==> src/rtl/sig_control.sv <==
// sig_control: highway / country-road traffic light controller.
// Moore FSM with timed yellow and all-red dwells driven by an 8-bit down-counter.
// Optional build macro SIG_CONTROL_XSYNC_EN adds a 2-flop synchronizer on x,
// delaying every x-driven transition by exactly 2 cycles.
// Y2RDELAY and R2GDELAY are expected in 1..255.
//
// state | meaning
// S0    | highway GREEN, country RED; wait for a car on the country road
// S1    | highway YELLOW, country RED; Y2RDELAY cycles
// S2    | all RED; R2GDELAY cycles
// S3    | highway RED, country GREEN; hold while cars keep coming
// S4    | highway RED, country YELLOW; Y2RDELAY cycles

module sig_control #(
    parameter int Y2RDELAY = 3,
    parameter int R2GDELAY = 2
) (
    input  logic       clock,
    input  logic       clear,
    input  logic       x,
    output logic [1:0] highway,
    output logic [1:0] country
);

    localparam logic [2:0] S0 = 3'd0;
    localparam logic [2:0] S1 = 3'd1;
    localparam logic [2:0] S2 = 3'd2;
    localparam logic [2:0] S3 = 3'd3;
    localparam logic [2:0] S4 = 3'd4;

    localparam logic [1:0] RED    = 2'd0;
    localparam logic [1:0] YELLOW = 2'd1;
    localparam logic [1:0] GREEN  = 2'd2;

    // Counter preload: the state is left on the edge where the counter reads 0,
    // so loading N-1 on entry yields exactly N cycles of residency.
    localparam logic [7:0] Y2R_LOAD = 8'(Y2RDELAY - 1);
    localparam logic [7:0] R2G_LOAD = 8'(R2GDELAY - 1);

    logic [2:0] state_q, state_d;
    logic [7:0] cnt_q, cnt_d;
    logic       x_fsm;

`ifdef SIG_CONTROL_XSYNC_EN
    logic x_s1_q, x_s2_q;

    // Two-stage synchronizer for the asynchronous car sensor.
    always_ff @(posedge clock or posedge clear) begin
        if (clear) begin
            x_s1_q <= 1'b0;
            x_s2_q <= 1'b0;
        end else begin
            x_s1_q <= x;
            x_s2_q <= x_s1_q;
        end
    end

    assign x_fsm = x_s2_q;
`else
    assign x_fsm = x;
`endif

    // Next-state and dwell-counter logic.
    always_comb begin
        state_d = state_q;
        cnt_d   = cnt_q;
        case (state_q)
            S0: begin
                if (x_fsm) begin
                    state_d = S1;
                    cnt_d   = Y2R_LOAD;
                end
            end
            S1: begin
                if (cnt_q == 8'd0) begin
                    state_d = S2;
                    cnt_d   = R2G_LOAD;
                end else begin
                    cnt_d = cnt_q - 8'd1;
                end
            end
            S2: begin
                if (cnt_q == 8'd0) begin
                    state_d = S3;
                    cnt_d   = 8'd0;
                end else begin
                    cnt_d = cnt_q - 8'd1;
                end
            end
            S3: begin
                if (!x_fsm) begin
                    state_d = S4;
                    cnt_d   = Y2R_LOAD;
                end
            end
            S4: begin
                if (cnt_q == 8'd0) begin
                    state_d = S0;
                    cnt_d   = 8'd0;
                end else begin
                    cnt_d = cnt_q - 8'd1;
                end
            end
            default: begin
                state_d = S0;
                cnt_d   = 8'd0;
            end
        endcase
    end

    // State and counter registers; clear aborts any dwell immediately.
    always_ff @(posedge clock or posedge clear) begin
        if (clear) begin
            state_q <= S0;
            cnt_q   <= 8'd0;
        end else begin
            state_q <= state_d;
            cnt_q   <= cnt_d;
        end
    end

    // Lamp decode from the state register only; illegal codes show all RED.
    always_comb begin
        highway = RED;
        country = RED;
        case (state_q)
            S0: begin highway = GREEN;  country = RED;    end
            S1: begin highway = YELLOW; country = RED;    end
            S2: begin highway = RED;    country = RED;    end
            S3: begin highway = RED;    country = GREEN;  end
            S4: begin highway = RED;    country = YELLOW; end
            default: begin highway = RED; country = RED;  end
        endcase
    end

endmodule

==> config.mk <==
export PLATFORM = sky130hd
export DESIGN_NAME = sig_control
export DESIGN_NICKNAME = d
export VERILOG_FILES = /design/src/rtl/sig_control.sv
export SDC_FILE = /design/constraint.sdc
export NUM_CORES = 1
export LEC_CHECK = 0
export CAP_MARGIN = 20
export CORE_MARGIN = 2
export CORE_UTILIZATION = 46
export DETAILED_ROUTE_END_ITERATION = 12
export PLACE_DENSITY_LB_ADDON = 0.3
export SLEW_MARGIN = 0
export SYNTH_ARGS = -nofsm -noshare
export SYNTH_HDL_FRONTEND = slang
export SYNTH_SLANG_ARGS = --single-unit
export TNS_END_PERCENT = 30
==> constraint.sdc <==
create_clock -name clock -period 2.4 [get_ports clock]
set_input_delay 0.48 -clock clock [delete_from_list [all_inputs] [get_ports clock]]
set_output_delay 0.48 -clock clock [all_outputs]
set_load 0.01 [all_outputs]
==> flow_summary.ini, run 1 <==
[status]
status = completed

[timing]
max_freq_mhz = 429
fin_crit_sh = 0.970
slew_headroom = 0.564
tightestPinTransition_ns = 0.648
hold_viol = 0
rsz0062_at_grt = false
skew_ns = 0.00189
whs_ns = 0.503
totalNegativeSetupSlack_ns = 0
setup-violations-final = 0
slew_viol_final = 0
post-route-min-period_ns = 2.33
layout_setup_ws_ns = 0.0717

[critical_path]
r2r_setup_slack_ns = 0.43
cp-endpoint = country[0]
r2r_cells = 4
required_ns = 1.92
worstPathMaxFanout = 11
timing.rr.end = cnt_q[0]$_DFFE_PP0P_
r2r-start = cnt_q[3]$_DFFE_PP0P_
cp-startpoint = state_q[1]$_DFFE_PP0P_
cp.arrival_ns = 1.85
critPathKind = reg -> out
end_kind = output port
start_kind = flop

[detailed_routing]
first_pass_iters = 4
via_per_inst = 5.96
vias = 632
wirelength_mm = 1.44
drc = 0
wl_per_cell_um = 13.6
antenna_left = 0
drt_iter0_markers = 5

[synth]
yosys_most_used_dff = dfrtp_1
mappedNetlistArea_um2 = 734
ys_warn_count = 0
synth_edf_count = 0
synth.avg_cell_area_um2 = 8.96
async_flop_share = 1.00
seq_area_frac_synth = 0.375
synth_cells = 82
syn-num-nets = 86
ys_ff_latch = 11
synth.distinct_cells = 38

[cts]
cts.sinks = 11
postCtsSetupBuffers = 0
cts_max_level = 1
cts_buffer_depth = 2
cts_tree = built
cts_root_buf = clkbuf_4
clk_pin_slew_ns = 0.07
cts_hold_buf = 0
clk_latency_ns = 0.27
numCtsBuffers = 3

[flow_run]
cap_violations = 0

[finish]
area_growth_pct = 14.1
drive_gt1_frac = 0.222
register_area_um2 = 277
fillers = 138
layout_common_cells = dfrtp_1 (10), inv_1 (9), o21ai_0 (6), clkdlybuf4s50_1 (6), nor2_1 (5)
antenna_cells = 0
layout_commonest_cell = dfrtp_1
final_nets = 95
multi_input_area_um2 = 407

[placement]
routabilityCongestion = 0.869
dpl.hpwl_mm = 1.07
place_ws_ns = 0.160
port-buffer-count = 6

[floorplan]
die_area_mm2 = 0.00193
start_util = 0.488
die_w_um = 44.0
core-area_mm2 = 0.00151
pin_count = 7
die_h_um = 44.0
core.rowCount = 14

[global_route]
grt_pass1_wl_mm = 2.59
grt_antenna_before_repair = 0
grt_pass1_vias = 589
gr-usage-all-layers = 0.182
grt_overflow = 0
grt_max_degree = 13

[pwr]
leakagePower_uw = 0.000364
p_per_area_mw_per_mm2 = 1520
power_uw = 1270
peakVddDrop_mv = 0.753

[min_path]
min_path_type = in -> async
## report_power, final
group | leakage [uW] | total (uW) | internal [uW] | switching, uW
logic | 0.000207 | 789 | 392 | 397
registers | 0.000141 | 353 | 267 | 86.0
clock network | 0.0000150 | 129 | 64.3 | 64.5
total | 0.000364 | 1270 | 723 | 547
## cells by family after synthesis
kind of cell | after synthesis | share of synthesized area
AND/OR/NAND/NOR | 30 | 0.273
AO/OA/AOI/OAI | 24 | 0.227
buffers and inverters | 13 | 0.0715
flip-flops | 11 | 0.375
XOR/XNOR | 2 | 0.0239
multiplexers | 1 | 0.0136
adder cells (fa/ha/maj) | 1 | 0.0170
## through the flow
stage,instance area [um^2],utilization,cells
2_1_floorplan,734,-,82
3_3_place_gp,811,0.538,102
3_5_place_dp,811,0.538,102
4_1_cts,837,0.556,106
5_1_grt,838,0.556,106
6_report,838,0.556,106
## worst max-delay path, stage by stage, from the launching register on
cell	delay [ns]
dfrtp_2	0.48
or3b_2	0.51
inv_1	0.07
clkdlybuf4s50_1	0.52
## Yosys cell counts (2+ instances only)
library cell  instances  area [um^2]
o22ai_1               2         12.5
dfrtp_1              11          275
nor2_1                5         18.8
nor4_1                2         12.5
or4_4                 2         22.5
o21ai_0               6         30.0
a21oi_2               2         17.5
buf_2                 3         15.0
nand2_1               3         11.3
inv_1                 9         33.8
or2_2                 2         12.5
a21oi_1               4         20.0
nor3_1                3         15.0
o21ba_2               2         20.0
nand2b_1              2         12.5
xnor2_1               2         17.5
## repair_timing
action | 4_1_cts | 5_1_grt
hold endpoints to repair | 0 | 0
resized for setup | 0 | 1
setup endpoints to repair | 0 | 1
## area by class of cell
cell class              instances  area share
clock buffers                   4      0.0313
repair buffers                  8      0.0896
well taps                      16      0.0239
flip-flops and latches         11       0.330
multi-input cells              58       0.485
inverters                       9      0.0403
## routing by layer
| layer | wire length (um) | part of all wire | track usage | vias to the layer above |
|---|---|---|---|---|
| met3 | 65 | 0.045 | 0.0250 | 2 |
| met4 | 8 | 0.0055 | 0.0788 | 0 |
| met2 | 661 | 0.46 | 0.259 | 20 |
| met1 | 708 | 0.49 | 0.274 | 297 |
| li1 | - | - | - | 313 |
| met5 | 0 | 0 | 0 | - |
## worst min path at each step
stage / end / slack [ns]
4_1_cts: cnt_q[2]$_DFFE_PP0P_ / 0.52
3_5_place_dp: cnt_q[2]$_DFFE_PP0P_ / 0.54
2_1_floorplan: cnt_q[0]$_DFFE_PP0P_ / 0.33
5_1_grt: cnt_q[2]$_DFFE_PP0P_ / 0.56
3_3_place_gp: cnt_q[2]$_DFFE_PP0P_ / 0.53
6_report: state_q[0]$_DFFE_PP0P_ / 0.50
## flip-flops by register name, summed over array words and instances (netlist names)
name / flops
cnt_q: 8
state_q: 3
(Power assumes the default switching activity.)
==> run 2, diff against run 1 <==
--- a/config.mk
+++ b/config.mk
@@ -8,7 +8,10 @@
 export CAP_MARGIN = 20
 export CORE_MARGIN = 2
 export CORE_UTILIZATION = 46
+export CTS_BUF_LIST = sky130_fd_sc_hd__clkbuf_16
 export DETAILED_ROUTE_END_ITERATION = 12
+export GPL_ROUTABILITY_DRIVEN = 0
+export GPL_TIMING_DRIVEN = 0
 export PLACE_DENSITY_LB_ADDON = 0.3
 export SLEW_MARGIN = 0
 export SYNTH_ARGS = -nofsm -noshare
==> flow_summary.ini, run 2 (synthesis results as in run 1) <==
[cts]
cts.sinks = 11
numCtsBuffers = 3
cts_hold_buf = 0
clk_latency_ns = 0.24
cts_buffer_depth = 2
cts_max_level = 1
clk_pin_slew_ns = 0.04
cts_root_buf = clkbuf_16
cts_tree = built

[floorplan]
pin_count = 7
die_w_um = 44.0
die_area_mm2 = 0.00193
die_h_um = 44.0
start_util = 0.488
core-area_mm2 = 0.00151
core.rowCount = 14

[timing]
slew_headroom = 0.544
skew_ns = 0.00339
slew_viol_final = 0
max_freq_mhz = 439
fin_crit_sh = 0.948
hold_viol = 0
rsz0062_at_grt = false
totalNegativeSetupSlack_ns = 0
tightestPinTransition_ns = 0.676
setup-violations-final = 0
post-route-min-period_ns = 2.28

[critical_path]
critPathKind = reg -> out
worstPathMaxFanout = 10
required_ns = 1.92
end_kind = output port
cp.arrival_ns = 1.80
start_kind = flop

[finish]
final_util = 0.595
layout_commonest_cell = dfrtp_1
antenna_cells = 0
final_nets = 97
layout_common_cells = dfrtp_1 (11), inv_1 (10), o21ai_0 (6), clkdlybuf4s50_1 (6), nor2_1 (5)
area_growth_pct = 22.0
largest_register_ffs = 8
top_regs = cnt_q (8), state_q (3)
fillers = 122
drive_gt1_frac = 0.217
top_register = cnt_q

[global_route]
grt_pass1_vias = 606
grt_antenna_before_repair = 0
grt_max_degree = 12
grt_pass1_wl_mm = 2.65
grt_overflow = 0
gr-usage-all-layers = 0.191

[pwr]
p_per_area_mw_per_mm2 = 1640
leakagePower_uw = 0.000400
peakVddDrop_mv = 0.733
seqPwrFrac = 0.222
switchingPower_uw = 591
clkPwrFrac = 0.211
intPower_uw = 880
comb_power_share = 0.567
swShare = 0.402

[status]
status = completed

[min_path]
min_path_type = in -> async

[detailed_routing]
drt_iter0_markers = 19
wirelength_mm = 1.60
drc = 0
via_per_inst = 5.96
wl_per_cell_um = 14.8
vias = 644
antenna_left = 0
first_pass_iters = 4

[placement]
port-buffer-count = 6
dpl.hpwl_mm = 1.09

[flow_run]
cap_violations = 0
==> run 2: path summary, 6_finish.rpt <==
path / cells past startpoint / endpoint / slack (ns) / start
setup reg to reg: 4 / cnt_q[0]$_DFFE_PP0P_ / 0.39 / cnt_q[3]$_DFFE_PP0P_
hold / removal: 2 / state_q[2]$_DFFE_PP0P_ / 0.53 / clear
max in group asynchronous: 2 / cnt_q[1]$_DFFE_PP0P_ / 1.57 / clear
hold reg to reg: 2 / cnt_q[2]$_DFFE_PP0P_ / 0.55 / cnt_q[2]$_DFFE_PP0P_
setup / recovery: 4 / highway[1] / 0.12 / state_q[0]$_DFFE_PP0P_
min in group clock: 2 / cnt_q[2]$_DFFE_PP0P_ / 0.55 / cnt_q[2]$_DFFE_PP0P_
==> run 2: final cells by class <==
type | count | area, um^2 | share of cell area
well taps | 16 | 20.0 | 0.0223
clock buffers | 3 | 75.1 | 0.0838
clock inverters | 1 | 3.75 | 0.00419
inverters | 9 | 33.8 | 0.0377
plain buffers | 4 | 18.8 | 0.0209
flip-flops and latches | 11 | 275 | 0.307
repair buffers | 6 | 60.1 | 0.0670
multi-input cells | 58 | 409 | 0.457
==> run 2: what timing repair did <==
item | 4_1_cts | 5_1_grt
endpoints found under the setup margin | 0 | 1
gates resized for setup | 0 | 1
buffers inserted | 0 | 0
==> run 2: stage by stage <==
stage | power, uW | instances | hold slack, ns | setup slack (ns) | instance area [um^2]
final | 1470 | 108 | 0.532 | 0.124 | 896
after global routing | 1580 | 108 | 0.582 | 0.0465 | 896
after CTS | 1460 | 108 | 0.557 | 0.0345 | 893
after detailed placement | 1140 | 104 | 0.548 | 0.103 | 815
after global placement | 1120 | 104 | 0.534 | 0.108 | 815
after floorplan | 947 | 82 | 0.332 | 0.576 | 734
==> run 2: per-layer routing <==
metal	up-vias	GRT usage	share of wire
li1	321	-	-
met1	302	0.256	0.49
met2	16	0.274	0.45
met3	5	0.0500	0.036
met4	0	0.115	0.022
met5	-	0	0
==> run 2: worst max-delay path, stage by stage (launching register included) <==
cell and delay [ns]:
dfrtp_1 0.35, buf_2 0.17, or2_2 0.33, nor2_1 0.15, clkdlybuf4s50_1 0.56
==> run 2: power by group through the flow <==
stage | Clock, uW | Sequential, uW | Combinational (uW)
final | 310 | 326 | 835
after global routing | 319 | 336 | 925
after CTS | 310 | 325 | 829
after detailed placement | 0 | 325 | 818
after global placement | 0 | 323 | 800
after floorplan | 0 | 309 | 638
==> edit 1 (config.mk and constraints of run 2) <==
Register the output `highway`, without a reset; this adds one clock of latency there. The other outputs are not delayed to match. Comments in the files are not updated.
--- a/src/rtl/sig_control.sv
+++ b/src/rtl/sig_control.sv
@@ -36,6 +36,8 @@
     // so loading N-1 on entry yields exactly N cycles of residency.
     localparam logic [7:0] Y2R_LOAD = 8'(Y2RDELAY - 1);
     localparam logic [7:0] R2G_LOAD = 8'(R2GDELAY - 1);
+
+    logic [1:0] highway_d;
 
     logic [2:0] state_q, state_d;
     logic [7:0] cnt_q, cnt_d;
@@ -121,16 +123,20 @@
 
     // Lamp decode from the state register only; illegal codes show all RED.
     always_comb begin
-        highway = RED;
+        highway_d = RED;
         country = RED;
         case (state_q)
-            S0: begin highway = GREEN;  country = RED;    end
-            S1: begin highway = YELLOW; country = RED;    end
-            S2: begin highway = RED;    country = RED;    end
-            S3: begin highway = RED;    country = GREEN;  end
-            S4: begin highway = RED;    country = YELLOW; end
-            default: begin highway = RED; country = RED;  end
+            S0: begin highway_d = GREEN;  country = RED;    end
+            S1: begin highway_d = YELLOW; country = RED;    end
+            S2: begin highway_d = RED;    country = RED;    end
+            S3: begin highway_d = RED;    country = GREEN;  end
+            S4: begin highway_d = RED;    country = YELLOW; end
+            default: begin highway_d = RED; country = RED;  end
         endcase
+    end
+
+    always_ff @(posedge clock) begin
+        highway <= highway_d;
     end
 
 endmodule
Check against the original RTL: not equivalent (Yosys sat finds a counterexample within 4 cycles, from zero or initial values).
==> edit 1 against run 2 <==
Wire length down 1.6%; area after synthesis increased by 9.4%; critical path depth down 1; clock skew decreased by 0.00071 ns; final area rose by 7.1%; worst setup slack gained 0.051 ns; sequential cell count is 2 higher; power down 9.7%; synthesized cell count grew 8.5%.
==> edit 1: results (changes against run 2) <==
Synth top area share=0.3427 (was 0.3748); Setup crit end=country[0] (was highway[1]); power of the combinational group=0.000632 W (was 0.000835 W); global routing usage on met1=0.2328 (was 0.2559); non-clock buffer count=9 (was 10); via count=669 (was 644); leading registers by flop count=cnt_q x8, state_q x3, highway x2 (was cnt_q x8, state_q x3); WL met3=52 um (was 58 um); Post-synth ARST share=0.8462 (was 1.000); setup skew after layout=0.002676 ns (was 0.003389 ns); top cells by count, synth=nor2_1 (12), dfrtp_1 (11) (was dfrtp_1 (11), inv_1 (9), o21ai_0 (6), nor2_1 (5), a21oi_1 (4)); worst hold slack=0.5374 ns (was 0.5317 ns); status=completed (unchanged); Worst R2R Setup Slack=0.79 ns (was 0.39 ns); arrival time at the worst endpoint=1.75 ns (was 1.80 ns); clock sinks=13 (was 11); dpl cells=112 (was 104); syn_nets=94 (was 86); Max VDD drop=616.4 uV (was 732.8 uV); Slew headroom=0.7038 (was 0.5444); DP Worst Slack=0.3141 ns (was 0.1026 ns); share of cells above drive strength 1=0.1122 (was 0.2174); WL per Instance=13.70 um (was 14.82 um); buffer share of cell area=0.09387 (was 0.08799); register area share after synthesis=0.3925 (was 0.3748); met3 GRT Util=0.05159 (was 0.05000); Sequential Power=0.000391 W (was 0.000326 W)
## edit 1: changes by cell type after synthesis, sizes merged, moves of 4 or more
cell	delta
xor2	+5
nor2	+7
inv	-4
nand3	+5
nor3b	+4
## edit 1: kinds of logic (layout without fill, tap and decap cells)
| group | Yosys count | count (layout) | synth area share |
|---|---|---|---|
| AO/OA/AOI/OAI | 15 | 15 | 0.1199 |
| XOR/XNOR | 5 | 5 | 0.05451 |
| adder cells (fa/ha/maj) | 2 | 2 | 0.03115 |
| buffers and inverters | 9 | 18 | 0.06542 |
| flip-flops | 13 | 13 | 0.3925 |
| multiplexers | 1 | 1 | 0.01246 |
| AND/OR/NAND/NOR | 44 | 44 | 0.3240 |
## edit 1: worst min-delay path by stage
stage | from | end
global route | state_q[2] | highway[0]
CTS | state_q[2] | highway[0]
global placement | state_q[2] | highway[0]
detailed placement | state_q[2] | highway[0]
floorplan | clear | cnt_q[0]
finish | clear | cnt_q[6]
==> edit 2 (flow settings as in run 2) <==
Without the edit above. Build with the macro `SIG_CONTROL_XSYNC_EN` defined.
--- a/src/rtl/sig_control.sv
+++ b/src/rtl/sig_control.sv
@@ -10,6 +10,8 @@
 // S2    | all RED; R2GDELAY cycles
 // S3    | highway RED, country GREEN; hold while cars keep coming
 // S4    | highway RED, country YELLOW; Y2RDELAY cycles
+
+`define SIG_CONTROL_XSYNC_EN
 
 module sig_control #(
     parameter int Y2RDELAY = 3,
Check against the original RTL: not equivalent (a bounded check fails within 4 cycles, from zero or initial values).
==> edit 2 against run 2 <==
Fmax is 2.8% lower; area after synthesis is 6.1% higher; wire length is 1.4% higher; utilization is 1.6 points higher; power is 4.5% lower; critical endpoint is now country[1]; critical path type unchanged; largest power group unchanged; final area is 5.0% higher; sequential cell count is 2 higher; worst setup slack worse by 0.066 ns.
==> edit 2: results (changes against run 2) <==
status=completed (unchanged); top cells by count, synth=dfrtp_1 (13), nand2_1 (7), nor2_1 (7), a21oi_1 (6) (was dfrtp_1 (11), inv_1 (9), o21ai_0 (6), nor2_1 (5), a21oi_1 (4)); Worst R2R Setup Slack=0.42 ns (was 0.39 ns); LEAKAGE=0.4168 nW (was 0.3999 nW); vias in the first global route=661 (was 606); Fill cells=141 (was 122); P_int=0.0008545 W (was 0.0008804 W); Least-Margin Pin Slew=0.5141 ns (was 0.6762 ns); Sequential Power=0.000370 W (was 0.000326 W); first-pass GRT wire length=2.849 mm (was 2.649 mm); largest net degree at the start of global routing=14 (was 12); Layout Nets=101 (was 97); hpwl dp=1.125 mm (was 1.092 mm); syn_nets=90 (was 86); worst setup path start=state_q[1] (was state_q[0]); count of different cell masters after synthesis=34 (was 38); vias per std cell=6.098 (was 5.963); DR iter-0 viols=6 (was 19); share of cells above drive strength 1=0.1667 (was 0.2174); class of the worst hold path=reg -> reg (was in -> async); Setup crit end=country[1] (was highway[1]); setup skew after layout=0.0008786 ns (was 0.003389 ns); final wirelength=1.624 mm (was 1.601 mm); sequential power share=0.263 (was 0.222); Max VDD drop=768.9 uV (was 732.8 uV); ranking of synthesized cells by area=dfrtp_1 (42%), a21oi_1 (3.9%), nand2_1 (3.4%), nor2_1 (3.4%), xor2_1 (3.4%) (was dfrtp_1 (37%), inv_1 (4.6%), o21ai_0 (4.1%), or4_4 (3.1%), a21oi_1 (2.7%)); register area share after synthesis=0.4173 (was 0.3748)
-- edit 2: timing repair --
action                                  4_1_cts  5_1_grt
resized for setup                             1        1
endpoints found under the setup margin        1        3
endpoints found under the hold margin         0        0
setup buffers                                 0        0
-- edit 2: worst min path at each step --
stage / start / to / slack, ns / cells after the start
6_report: x_s1_q / x_fsm / 0.36 / 0
5_1_grt: x_s1_q / x_fsm / 0.37 / 0
4_1_cts: x_s1_q / x_fsm / 0.36 / 0
3_5_place_dp: x_s1_q / x_fsm / 0.35 / 0
3_3_place_gp: x_s1_q / x_fsm / 0.34 / 0
2_1_floorplan: x_s1_q / x_fsm / 0.33 / 0
-- edit 2: final cells by class --
class                   count  share of cell area
inverters                   4             0.01596
plain buffers               5             0.02394
multi-input cells          64              0.4441
well taps                  16             0.02128
repair buffers              6             0.06383
flip-flops and latches     13              0.3457
clock inverters             1            0.005319
clock buffers               3             0.07979
-- edit 2: logic make-up after synthesis --
family | synth area share
flip-flops | 0.4173
AND/OR/NAND/NOR | 0.2745
adder cells (fa/ha/maj) | 0.01605
buffers and inverters | 0.04654
AO/OA/AOI/OAI | 0.2007
XOR/XNOR | 0.04495
-- edit 2: through the flow --
stage	area (sq um)	std cells	setup WS, ns
after CTS	940.9	112	0.08600
after global routing	940.9	112	-0.02937
after detailed placement	859.6	108	0.2602
final	940.9	112	0.05725
after floorplan	779.5	86	0.6419
after global placement	859.6	108	0.2502
-- edit 2: routing by layer --
layer  track usage  share of wire  vias to the layer above
met4        0.1059          0.024                        0
met2        0.3229           0.47                       16
met5             0              0                        -
met1        0.2412           0.46                      329
li1              -              -                      333
met3       0.03600          0.040                        5
